===== config.mk =====
export PLATFORM = sky130hd
export DESIGN_NAME = drbg_field_scheduler
export DESIGN_NICKNAME = d
export VERILOG_FILES = /design/src/rtl/drbg_field_scheduler.sv
export SDC_FILE = /design/constraint.sdc
export NUM_CORES = 1
export LEC_CHECK = 0
export ABC_AREA = 1
export BUFFER_PORTS_ARGS = -buffer_cell sky130_fd_sc_hd__clkbuf_2
export CORE_MARGIN = 5
export CORE_UTILIZATION = 30
export DETAILED_ROUTE_END_ITERATION = 8
export GPL_TIMING_DRIVEN = 0
export PLACE_DENSITY = 0.49
export SYNTH_ARGS = -nofsm -noshare
export SYNTH_HDL_FRONTEND = slang
export SYNTH_SLANG_ARGS = --single-unit

===== constraint.sdc =====
create_clock -name clk -period 28.4 [get_ports clk]
set_input_delay 7.1 -clock clk [delete_from_list [all_inputs] [get_ports clk]]
set_output_delay 7.1 -clock clk [all_outputs]
set_load 0.05 [all_outputs]

===== src/rtl/drbg_field_scheduler.sv =====
// Field-synchronous scheduler for hash_drbg_sha256: reseeds on V edges, prefetches
// DRBG blocks into two ping-pong banks and serves one cut position per active line.
module drbg_field_scheduler #(
   parameter int DATA_WIDTH_IN  = 256,
   parameter int DATA_WIDTH_OUT = 8,
   parameter int RESEED_FIELDS  = 1,
   parameter int SEED_TIMEOUT   = 4096
) (
   input  logic                      clk,
   input  logic                      reset,
   input  logic                      enable,
   input  logic                      H,
   input  logic                      V,
   input  logic                      init_ready,
   input  logic                      next_bits_ready,
   input  logic [DATA_WIDTH_IN-1:0]  random_bits,
   input  logic                      generator_busy,
   output logic                      next_seed,
   output logic                      next_bits,
   output logic [DATA_WIDTH_OUT-1:0] cut_position,
   output logic                      cut_valid,
   output logic                      underrun,
   output logic                      timeout,
   output logic [15:0]               field_count,
   output logic [2:0]                o_dbg_state
);

   localparam int NBYTES = DATA_WIDTH_IN / DATA_WIDTH_OUT;
   localparam int IW     = (NBYTES > 1) ? $clog2(NBYTES) : 1;
   localparam int TW     = $clog2(SEED_TIMEOUT + 1);
   localparam int RW     = (RESEED_FIELDS > 1) ? $clog2(RESEED_FIELDS) : 1;

   typedef enum logic [2:0] {
      S_IDLE, S_SEED_REQ, S_SEED_WAIT, S_FILL_REQ, S_FILL_WAIT, S_RUN
   } state_t;

   state_t                                   r_state;
   logic [NBYTES-1:0][DATA_WIDTH_OUT-1:0]    r_bank [2];
   logic [1:0]                               r_full;
   logic                                     r_ptr;
   logic [IW-1:0]                            r_idx;
   logic                                     r_tgt;
   logic                                     r_pending;
   logic                                     r_halted;
   logic [TW-1:0]                            r_tmo_cnt;
   logic [RW-1:0]                            r_reseed_cnt;
   logic                                     r_v_d, r_h_d;
   logic                                     r_next_seed, r_next_bits, r_cut_valid;
   logic                                     r_underrun, r_timeout;
   logic [DATA_WIDTH_OUT-1:0]                r_cut_position;
   logic [15:0]                              r_field_count;

   logic w_v_rise, w_h_rise, w_fill_state, w_serve, w_latch, w_empty_avail, w_target;
   logic w_tmo_hit;
   logic [DATA_WIDTH_OUT-1:0] w_cur_byte;

   assign w_v_rise      = V & ~r_v_d;
   assign w_h_rise      = H & ~r_h_d;
   assign w_fill_state  = (r_state == S_FILL_REQ) || (r_state == S_FILL_WAIT) || (r_state == S_RUN);
   assign w_serve       = w_h_rise & ~V & w_fill_state;
   assign w_latch       = next_bits_ready & r_pending & w_fill_state;
   assign w_empty_avail = ~r_full[0] | ~r_full[1];
   // Refill the bank that will be served next before the standby bank.
   assign w_target      = r_full[r_ptr] ? ~r_ptr : r_ptr;
   assign w_tmo_hit     = (r_tmo_cnt == TW'(SEED_TIMEOUT - 1));
   assign w_cur_byte    = r_bank[r_ptr][r_idx];

   always_ff @(posedge clk or posedge reset) begin
      if (reset) begin
         r_state        <= S_IDLE;
         r_bank[0]      <= '0;
         r_bank[1]      <= '0;
         r_full         <= 2'b00;
         r_ptr          <= 1'b0;
         r_idx          <= '0;
         r_tgt          <= 1'b0;
         r_pending      <= 1'b0;
         r_halted       <= 1'b0;
         r_tmo_cnt      <= '0;
         r_reseed_cnt   <= '0;
         r_v_d          <= 1'b0;
         r_h_d          <= 1'b0;
         r_next_seed    <= 1'b0;
         r_next_bits    <= 1'b0;
         r_cut_valid    <= 1'b0;
         r_underrun     <= 1'b0;
         r_timeout      <= 1'b0;
         r_cut_position <= '0;
         r_field_count  <= '0;
      end else begin
         r_v_d       <= V;
         r_h_d       <= H;
         r_next_seed <= 1'b0;
         r_next_bits <= 1'b0;
         r_cut_valid <= 1'b0;
         if (!enable) begin
            r_state   <= S_IDLE;
            r_full    <= 2'b00;
            r_pending <= 1'b0;
            r_ptr     <= 1'b0;
            r_idx     <= '0;
            r_halted  <= 1'b0;
         end else if (w_v_rise && (r_state != S_IDLE || !r_halted)) begin
            // New field: drop everything, including any in-flight block request.
            r_field_count <= r_field_count + 16'd1;
            r_state       <= S_SEED_REQ;
            r_full        <= 2'b00;
            r_pending     <= 1'b0;
            r_ptr         <= 1'b0;
            r_idx         <= '0;
         end else begin
            if (w_latch) begin
               r_bank[r_tgt] <= random_bits;
               r_full[r_tgt] <= 1'b1;
               r_pending     <= 1'b0;
            end
            if (w_serve) begin
               if (r_full[r_ptr]) begin
                  r_cut_position <= w_cur_byte;
                  r_cut_valid    <= 1'b1;
                  if (r_idx == IW'(NBYTES - 1)) begin
                     r_full[r_ptr] <= 1'b0;
                     r_ptr         <= ~r_ptr;
                     r_idx         <= '0;
                  end else begin
                     r_idx <= r_idx + IW'(1);
                  end
               end else begin
                  r_underrun <= 1'b1;
               end
            end
            case (r_state)
               S_IDLE: ;
               S_SEED_REQ: begin
                  r_tmo_cnt    <= '0;
                  r_reseed_cnt <= (r_reseed_cnt == RW'(RESEED_FIELDS - 1)) ? '0 : r_reseed_cnt + RW'(1);
                  if (r_reseed_cnt == '0) begin
                     r_next_seed <= 1'b1;
                     r_state     <= S_SEED_WAIT;
                  end else begin
                     r_state <= S_FILL_REQ;
                  end
               end
               S_SEED_WAIT: begin
                  // init_ready is stale while the request is still on the wire.
                  if (!r_next_seed && init_ready && !generator_busy) begin
                     r_state <= S_FILL_REQ;
                  end else if (w_tmo_hit) begin
                     r_timeout <= 1'b1;
                     r_halted  <= 1'b1;
                     r_state   <= S_IDLE;
                  end else begin
                     r_tmo_cnt <= r_tmo_cnt + TW'(1);
                  end
               end
               S_FILL_REQ: begin
                  if (w_empty_avail) begin
                     r_next_bits <= 1'b1;
                     r_pending   <= 1'b1;
                     r_tgt       <= w_target;
                     r_tmo_cnt   <= '0;
                     r_state     <= S_FILL_WAIT;
                  end else begin
                     r_state <= S_RUN;
                  end
               end
               S_FILL_WAIT: begin
                  if (w_latch) begin
                     r_state <= S_FILL_REQ;
                  end else if (w_tmo_hit) begin
                     r_timeout <= 1'b1;
                     r_halted  <= 1'b1;
                     r_pending <= 1'b0;
                     r_state   <= S_IDLE;
                  end else begin
                     r_tmo_cnt <= r_tmo_cnt + TW'(1);
                  end
               end
               S_RUN: begin
                  if (!r_pending && w_empty_avail && !generator_busy) begin
                     r_next_bits <= 1'b1;
                     r_pending   <= 1'b1;
                     r_tgt       <= w_target;
                  end
               end
               default: r_state <= S_IDLE;
            endcase
         end
      end
   end

   assign next_seed    = r_next_seed;
   assign next_bits    = r_next_bits;
   assign cut_position = r_cut_position;
   assign cut_valid    = r_cut_valid;
   assign underrun     = r_underrun;
   assign timeout      = r_timeout;
   assign field_count  = r_field_count;
   assign o_dbg_state  = r_state;

endmodule

==> results of run 1 <==
-- per-stage QoR --
stage	utilization (%)	cells	setup slack, ns
6_report	36.32	5306	19.40
4_1_cts	36.28	5291	19.34
3_5_place_dp	33.76	5168	18.68
2_1_floorplan	-	3625	5.356
3_3_place_gp	33.60	5163	-2.724
5_1_grt	36.29	5293	19.28
-- registers in the layout, summed over array words and instances, names as in the netlist, 2 cells and up --
register      flops
r_bank          512
o_dbg_state       3
r_full            2
cut_position      8
r_tmo_cnt        13
r_idx             5
field_count      16
-- report_power, final --
part,leakage [µW],switching (µW),internal (µW),total [µW]
Combinational,0.0102,101,39.7,141
Clock,0.00114,374,548,921
Sequential,0.00526,6.82,819,826
Total,0.0166,482,1410,1890
-- cells in the mapped netlist (6+ instances only) --
library cell	number
buf_1	14
buf_4	6
inv_1	545
nor2_1	74
xor2_1	14
a21oi_1	48
nor3_1	7
nand3_1	385
nand2_1	1152
nand4_1	9
dfrtp_1	570
buf_6	56
o211ai_1	32
clkbuf_1	90
o21ai_0	536
buf_2	53
-- how the worst max path moves through the flow --
| stage | start | to | slack [ns] | depth (start not counted) |
|---|---|---|---|---|
| floorplan | reset | cut_position[0] | 5.36 | 1 |
| global placement | reset | r_bank[452] | -2.72 | 2 |
| detailed placement | enable | r_bank[505] | 18.68 | 8 |
| CTS | enable | r_bank[256] | 19.34 | 8 |
| global route | V | r_bank[256] | 19.28 | 9 |
| finish | enable | r_bank[256] | 19.40 | 8 |
-- area by class of cell --
| class | instances | share of cell area [%] |
|---|---|---|
| repair buffers | 300 | 4.841 |
| flip-flops and latches | 570 | 42.78 |
| clock buffers | 103 | 6.169 |
| plain buffers | 219 | 3.993 |
| multi-input cells | 2284 | 30.44 |
| well taps | 1243 | 4.664 |
| inverters | 552 | 6.236 |
| clock inverters | 20 | 0.7692 |
| diodes | 15 | 0.1126 |
-- routing by layer --
layer	up-vias	global-route usage [%]	routed length, µm
li1	12090	-	-
met1	12290	30.64	49480
met2	867	34.88	50410
met3	151	4.707	8777
met4	12	6.507	2906
met5	-	0	82
-- logic make-up after synthesis --
family                     share of synthesized area (%)
DFF                                                51.28
adders and majority gates                         0.1799
and+or+nand+nor                                    24.15
buffers and inverters                              12.23
xor gates and xnor gates                          0.5982
AOI/OAI and AO/OA                                  11.56
==> results.py, run 1 <==
metrics = {
    "route": {
        "first_pass_iters": 5,
        "routed_wl_um": 111700,
        "wl_per_cell_um": 21.04,
        "vias_per_cell": 4.787,
        "drtAntennaViolNets": 0,
        "drt_iter0_markers": 2154,
        "drc": 0,
        "vias": 25400,
    },
    "worst_setup_path": {
        "cp_slowest_cell": "nor3_4",
        "path_delay_family": "buffers and inverters",
        "r2r-start": "r_idx[1]",
        "cp.arrival_ns": 9.47,
        "reg2reg_slack_ns": 24.78,
        "start_kind": "input pin",
        "path_class": "in2reg",
        "r2r_end": "cut_position[6]",
        "critPathMaxStageDelay_ns": 0.60,
        "required_ns": 28.87,
        "cp_num_buf_inv": 5,
        "cp-end-kind": "register",
        "r2r_cells": 11,
        "crit_fanout": 10,
        "worstPathCellList": "clkbuf_2, inv_1, nor2_2, inv_2, nor3_4, buf_4, buf_2, o21ai_0",
    },
    "power": {
        "p_per_area_nw_per_um2": 56.62,
        "p_leak_uw": 0.01663,
        "peakVddDrop_mv": 0.04035,
        "total_power_uw": 1888,
    },
    "timing": {
        "hold_viol": 0,
        "drv_slew": 0,
        "worst_slew_pin_slew_ns": 1.025,
        "max_freq_mhz": 111.1,
        "finalHoldWorstSlack_ns": 0.4643,
        "finalClockSkew_ns": 0.02146,
        "period_share_pct": 31.69,
        "setup_tns_ns": 0,
        "max_slew_margin_pct": 31.67,
        "min_period_ns": 9.000,
        "rsz0062_at_grt": "no",
        "setup_viol": 0,
    },
    "cells_and_area": {
        "drive_above_1_share_pct": 13.09,
        "finalInstanceArea_um2": 33340,
        "area_growth_pct": 19.87,
        "seqCellArea_um2": 14260,
        "nNetsFinal": 4263,
        "fillers": 9858,
        "mostFrequentLayoutCell": "nand2_1",
        "final_cell_mix": "nand2_1 (1152), dfrtp_1 (570), inv_1 (544)",
        "multi_input_area_um2": 10150,
    },
    "clock_network": {
        "htree_levels": 3,
        "worstSkewPairLatency_ns": 0.62,
        "cts_root_buffer": "clkbuf_16",
        "post-cts-setup-buffers": 0,
        "numCtsBuffers": 68,
        "ctsHoldBuffers": 0,
        "cts_resized": 0,
        "cts_sinks": 570,
        "cts_tree": "yes",
        "clk_pin_slew_ns": 0.06,
        "cts_max_path_buffers": 3,
    },
    "placement": {
        "place.gp.congestion": 0.8815,
        "dp_hpwl_um": 83310,
        "port_buffers": 295,
        "dpl-instance-area_um2": 30990,
    },
    "logic_synthesis": {
        "synth_async_sr_flop_share_pct": 100.0,
        "synth_seq_area_share_pct": 51.28,
        "synth-seq-cells": 570,
        "ys_warn_count": 0,
        "synth_top_area_share_pct": 51.28,
        "yosys_most_used_dff": "dfrtp_1",
        "ys_types": 33,
        "synthTopCellsByArea": "dfrtp_1 (51%), nand2_1 (16%), o21ai_0 (9.6%)",
        "synth_top_area_cell": "dfrtp_1",
        "syn-cell-area_um2": 27820,
        "synthCells": 3625,
        "syn_nets": 3893,
        "synth_edf_count": 0,
        "syn_avg_cell_area_um2": 7.674,
    },
    "run_status": {
        "status": "completed",
    },
    "hold_path": {
        "min_path_cells": 1,
        "hold_start": "field_count[15]",
        "whs_endpoint": "field_count[15]",
        "worstHoldPathType": "reg2reg",
    },
    "die": {
        "die_w_um": 314.5,
        "io_pins": 296,
        "dieHeight_um": 314.5,
        "dieArea_um2": 98910,
        "start_util_pct": 30.30,
        "core_um2": 91800,
        "rows": 111,
    },
    "grt": {
        "gr-total-overflow": 0,
        "antenna_found_initial": 25,
        "grt_first_pass_wirelength_um": 163500,
        "grt.total_usage_pct": 22.08,
        "grt_pass1_vias": 24950,
        "grt_max_degree": 115,
    },
    "flow_run": {
        "maxCapViolCount": 0,
    },
}
Power figures use the tool's default switching activity.
==> inputs of run 2 (changes only) <==
- clock period: 28.4 -> 9.3 ns (I/O delays scaled with it)
==> results.py, run 2 (same netlist as run 1, synthesis figures left out) <==
metrics = {
    "grt": {
        "grt_max_degree": 40,
        "grt.total_usage_pct": 22.18,
        "grt_pass1_vias": 24730,
        "grt_use_met2_pct": 35.57,
        "antenna_found_initial": 18,
        "top_usage_layer": "met2",
        "use_met1_pct": 30.36,
        "gr-total-overflow": 0,
        "grt_first_pass_wirelength_um": 164000,
        "grtUsageMet3_pct": 5.365,
    },
    "power": {
        "internal_power_uw": 4196,
        "power_frac_comb_pct": 7.8,
        "swShare_pct": 26.08,
        "seq_power_share_pct": 44.4,
        "p_clk_share_pct": 47.8,
        "p_switching_uw": 1481,
        "p_leak_uw": 0.01666,
        "peakVddDrop_mv": 0.1297,
        "p_per_area_nw_per_um2": 169.8,
        "total_power_uw": 5676,
    },
    "worst_setup_path": {
        "required_ns": 9.78,
        "cp_num_buf_inv": 5,
        "r2r_cells": 11,
        "cp-end-kind": "register",
        "reg2reg_slack_ns": 5.60,
        "cp_slowest_cell": "nor3_4",
        "worstPathCellList": "clkbuf_2, nand3_1, inv_1, nor2_2, inv_2, nor3_4, buf_4, buf_2, o21ai_0",
        "path_delay_family": "buffers and inverters",
        "r2r_end": "cut_position[4]",
        "critPathMaxStageDelay_ns": 0.65,
        "path_class": "in2reg",
        "start_kind": "input pin",
        "r2r-start": "r_idx[1]",
        "cp.arrival_ns": 4.73,
        "crit_fanout": 10,
    },
    "clock_network": {
        "numCtsBuffers": 71,
        "clk_pin_slew_ns": 0.06,
        "cts_tree": "yes",
        "ctsHoldBuffers": 0,
        "cts_root_buffer": "clkbuf_16",
        "worstSkewPairLatency_ns": 0.65,
        "post-cts-setup-buffers": 0,
        "cts_sinks": 570,
        "htree_levels": 3,
        "cts_resized": 0,
        "cts_max_path_buffers": 3,
    },
    "cells_and_area": {
        "instances_no_fill": 5310,
        "nNetsFinal": 4278,
        "largest_reg_flops": 512,
        "top_register": "r_bank",
        "drive_above_1_share_pct": 13.14,
        "mostFrequentLayoutCell": "nand2_1",
        "area_growth_pct": 20.19,
        "final_cell_mix": "nand2_1 (1152), dfrtp_1 (570), inv_1 (544)",
    },
    "timing": {
        "period_share_pct": 45.75,
        "max_slew_margin_pct": 30.91,
        "finalClockSkew_ns": 0.04693,
        "rsz0062_at_grt": "no",
        "setup_viol": 0,
        "min_period_ns": 4.254,
        "setup_tns_ns": 0,
        "max_freq_mhz": 235.1,
        "hold_viol": 0,
        "drv_slew": 0,
        "worst_slew_pin_slew_ns": 1.036,
        "finalHoldWorstSlack_ns": 0.4705,
    },
    "hold_path": {
        "min_path_cells": 2,
        "whs_endpoint": "timeout",
        "worstHoldPathType": "reg2reg",
        "hold_start": "timeout",
    },
    "die": {
        "rows": 111,
        "start_util_pct": 30.30,
        "die_w_um": 314.5,
        "core_um2": 91800,
        "io_pins": 296,
        "dieArea_um2": 98910,
        "dieHeight_um": 314.5,
    },
    "route": {
        "vias_per_cell": 4.783,
        "wl_per_cell_um": 21.08,
        "drt_iter0_markers": 2371,
        "first_pass_iters": 6,
        "routed_wl_um": 112000,
        "vias": 25400,
        "drtAntennaViolNets": 0,
        "drc": 0,
    },
    "placement": {
        "port_buffers": 295,
        "place.gp.congestion": 0.8999,
        "dp_hpwl_um": 84440,
        "place_inst": 5180,
    },
    "flow_run": {
        "maxCapViolCount": 0,
    },
    "run_status": {
        "status": "completed",
    },
}
## run 2: power by group through the flow
stage / clock [µW] / sequential [µW] / combinational [µW]
2_1_floorplan: 0 / 2610 / 177
3_3_place_gp: 0 / 2570 / 425
3_5_place_dp: 0 / 2570 / 443
4_1_cts: 2770 / 2520 / 445
5_1_grt: 2870 / 2520 / 480
6_report: 2710 / 2520 / 442
## run 2: worst min-delay path, stage by stage (launching register included)
cell and delay [ns]:
dfrtp_1 0.34, inv_1 0.04, nand2_1 0.06
## run 2: layout make-up
class	count	area, µm²
Multi-Input combinational cell	2284	10150
Clock buffer	103	2017
Inverter	552	2076
Timing Repair Buffer	312	1817
Buffer	219	1331
Sequential cell	570	14260
Clock inverter	15	193.9
Fill cell	9804	58370
Tap cell	1243	1555
Antenna cell	12	30.03
## run 2: routing by layer
| metal | vias up | wire length (µm) |
|---|---|---|
| met5 | - | 89 |
| met4 | 14 | 2438 |
| met3 | 138 | 9814 |
| met2 | 867 | 51180 |
| met1 | 12270 | 48430 |
| li1 | 12110 | - |
## run 2: stage by stage
stage               area, µm²  worst slack (ns)  utilization (%)
finish                  33430             5.046            36.42
global placement        30850            -5.122            33.61
floorplan               27820           -0.7886                -
detailed placement      31190             4.402            33.98
global route            33410             4.960            36.39
CTS                     33400             5.060            36.39
## run 2: how the worst max path moves through the flow
stage                       from         endpoint  cells after the start
after floorplan            reset  cut_position[0]                      1
after global placement     reset      r_bank[194]                      2
after detailed placement  enable      r_bank[504]                      8
after CTS                 enable      r_bank[256]                      8
after global routing           V      r_bank[261]                      9
final                          V      r_bank[256]                      9
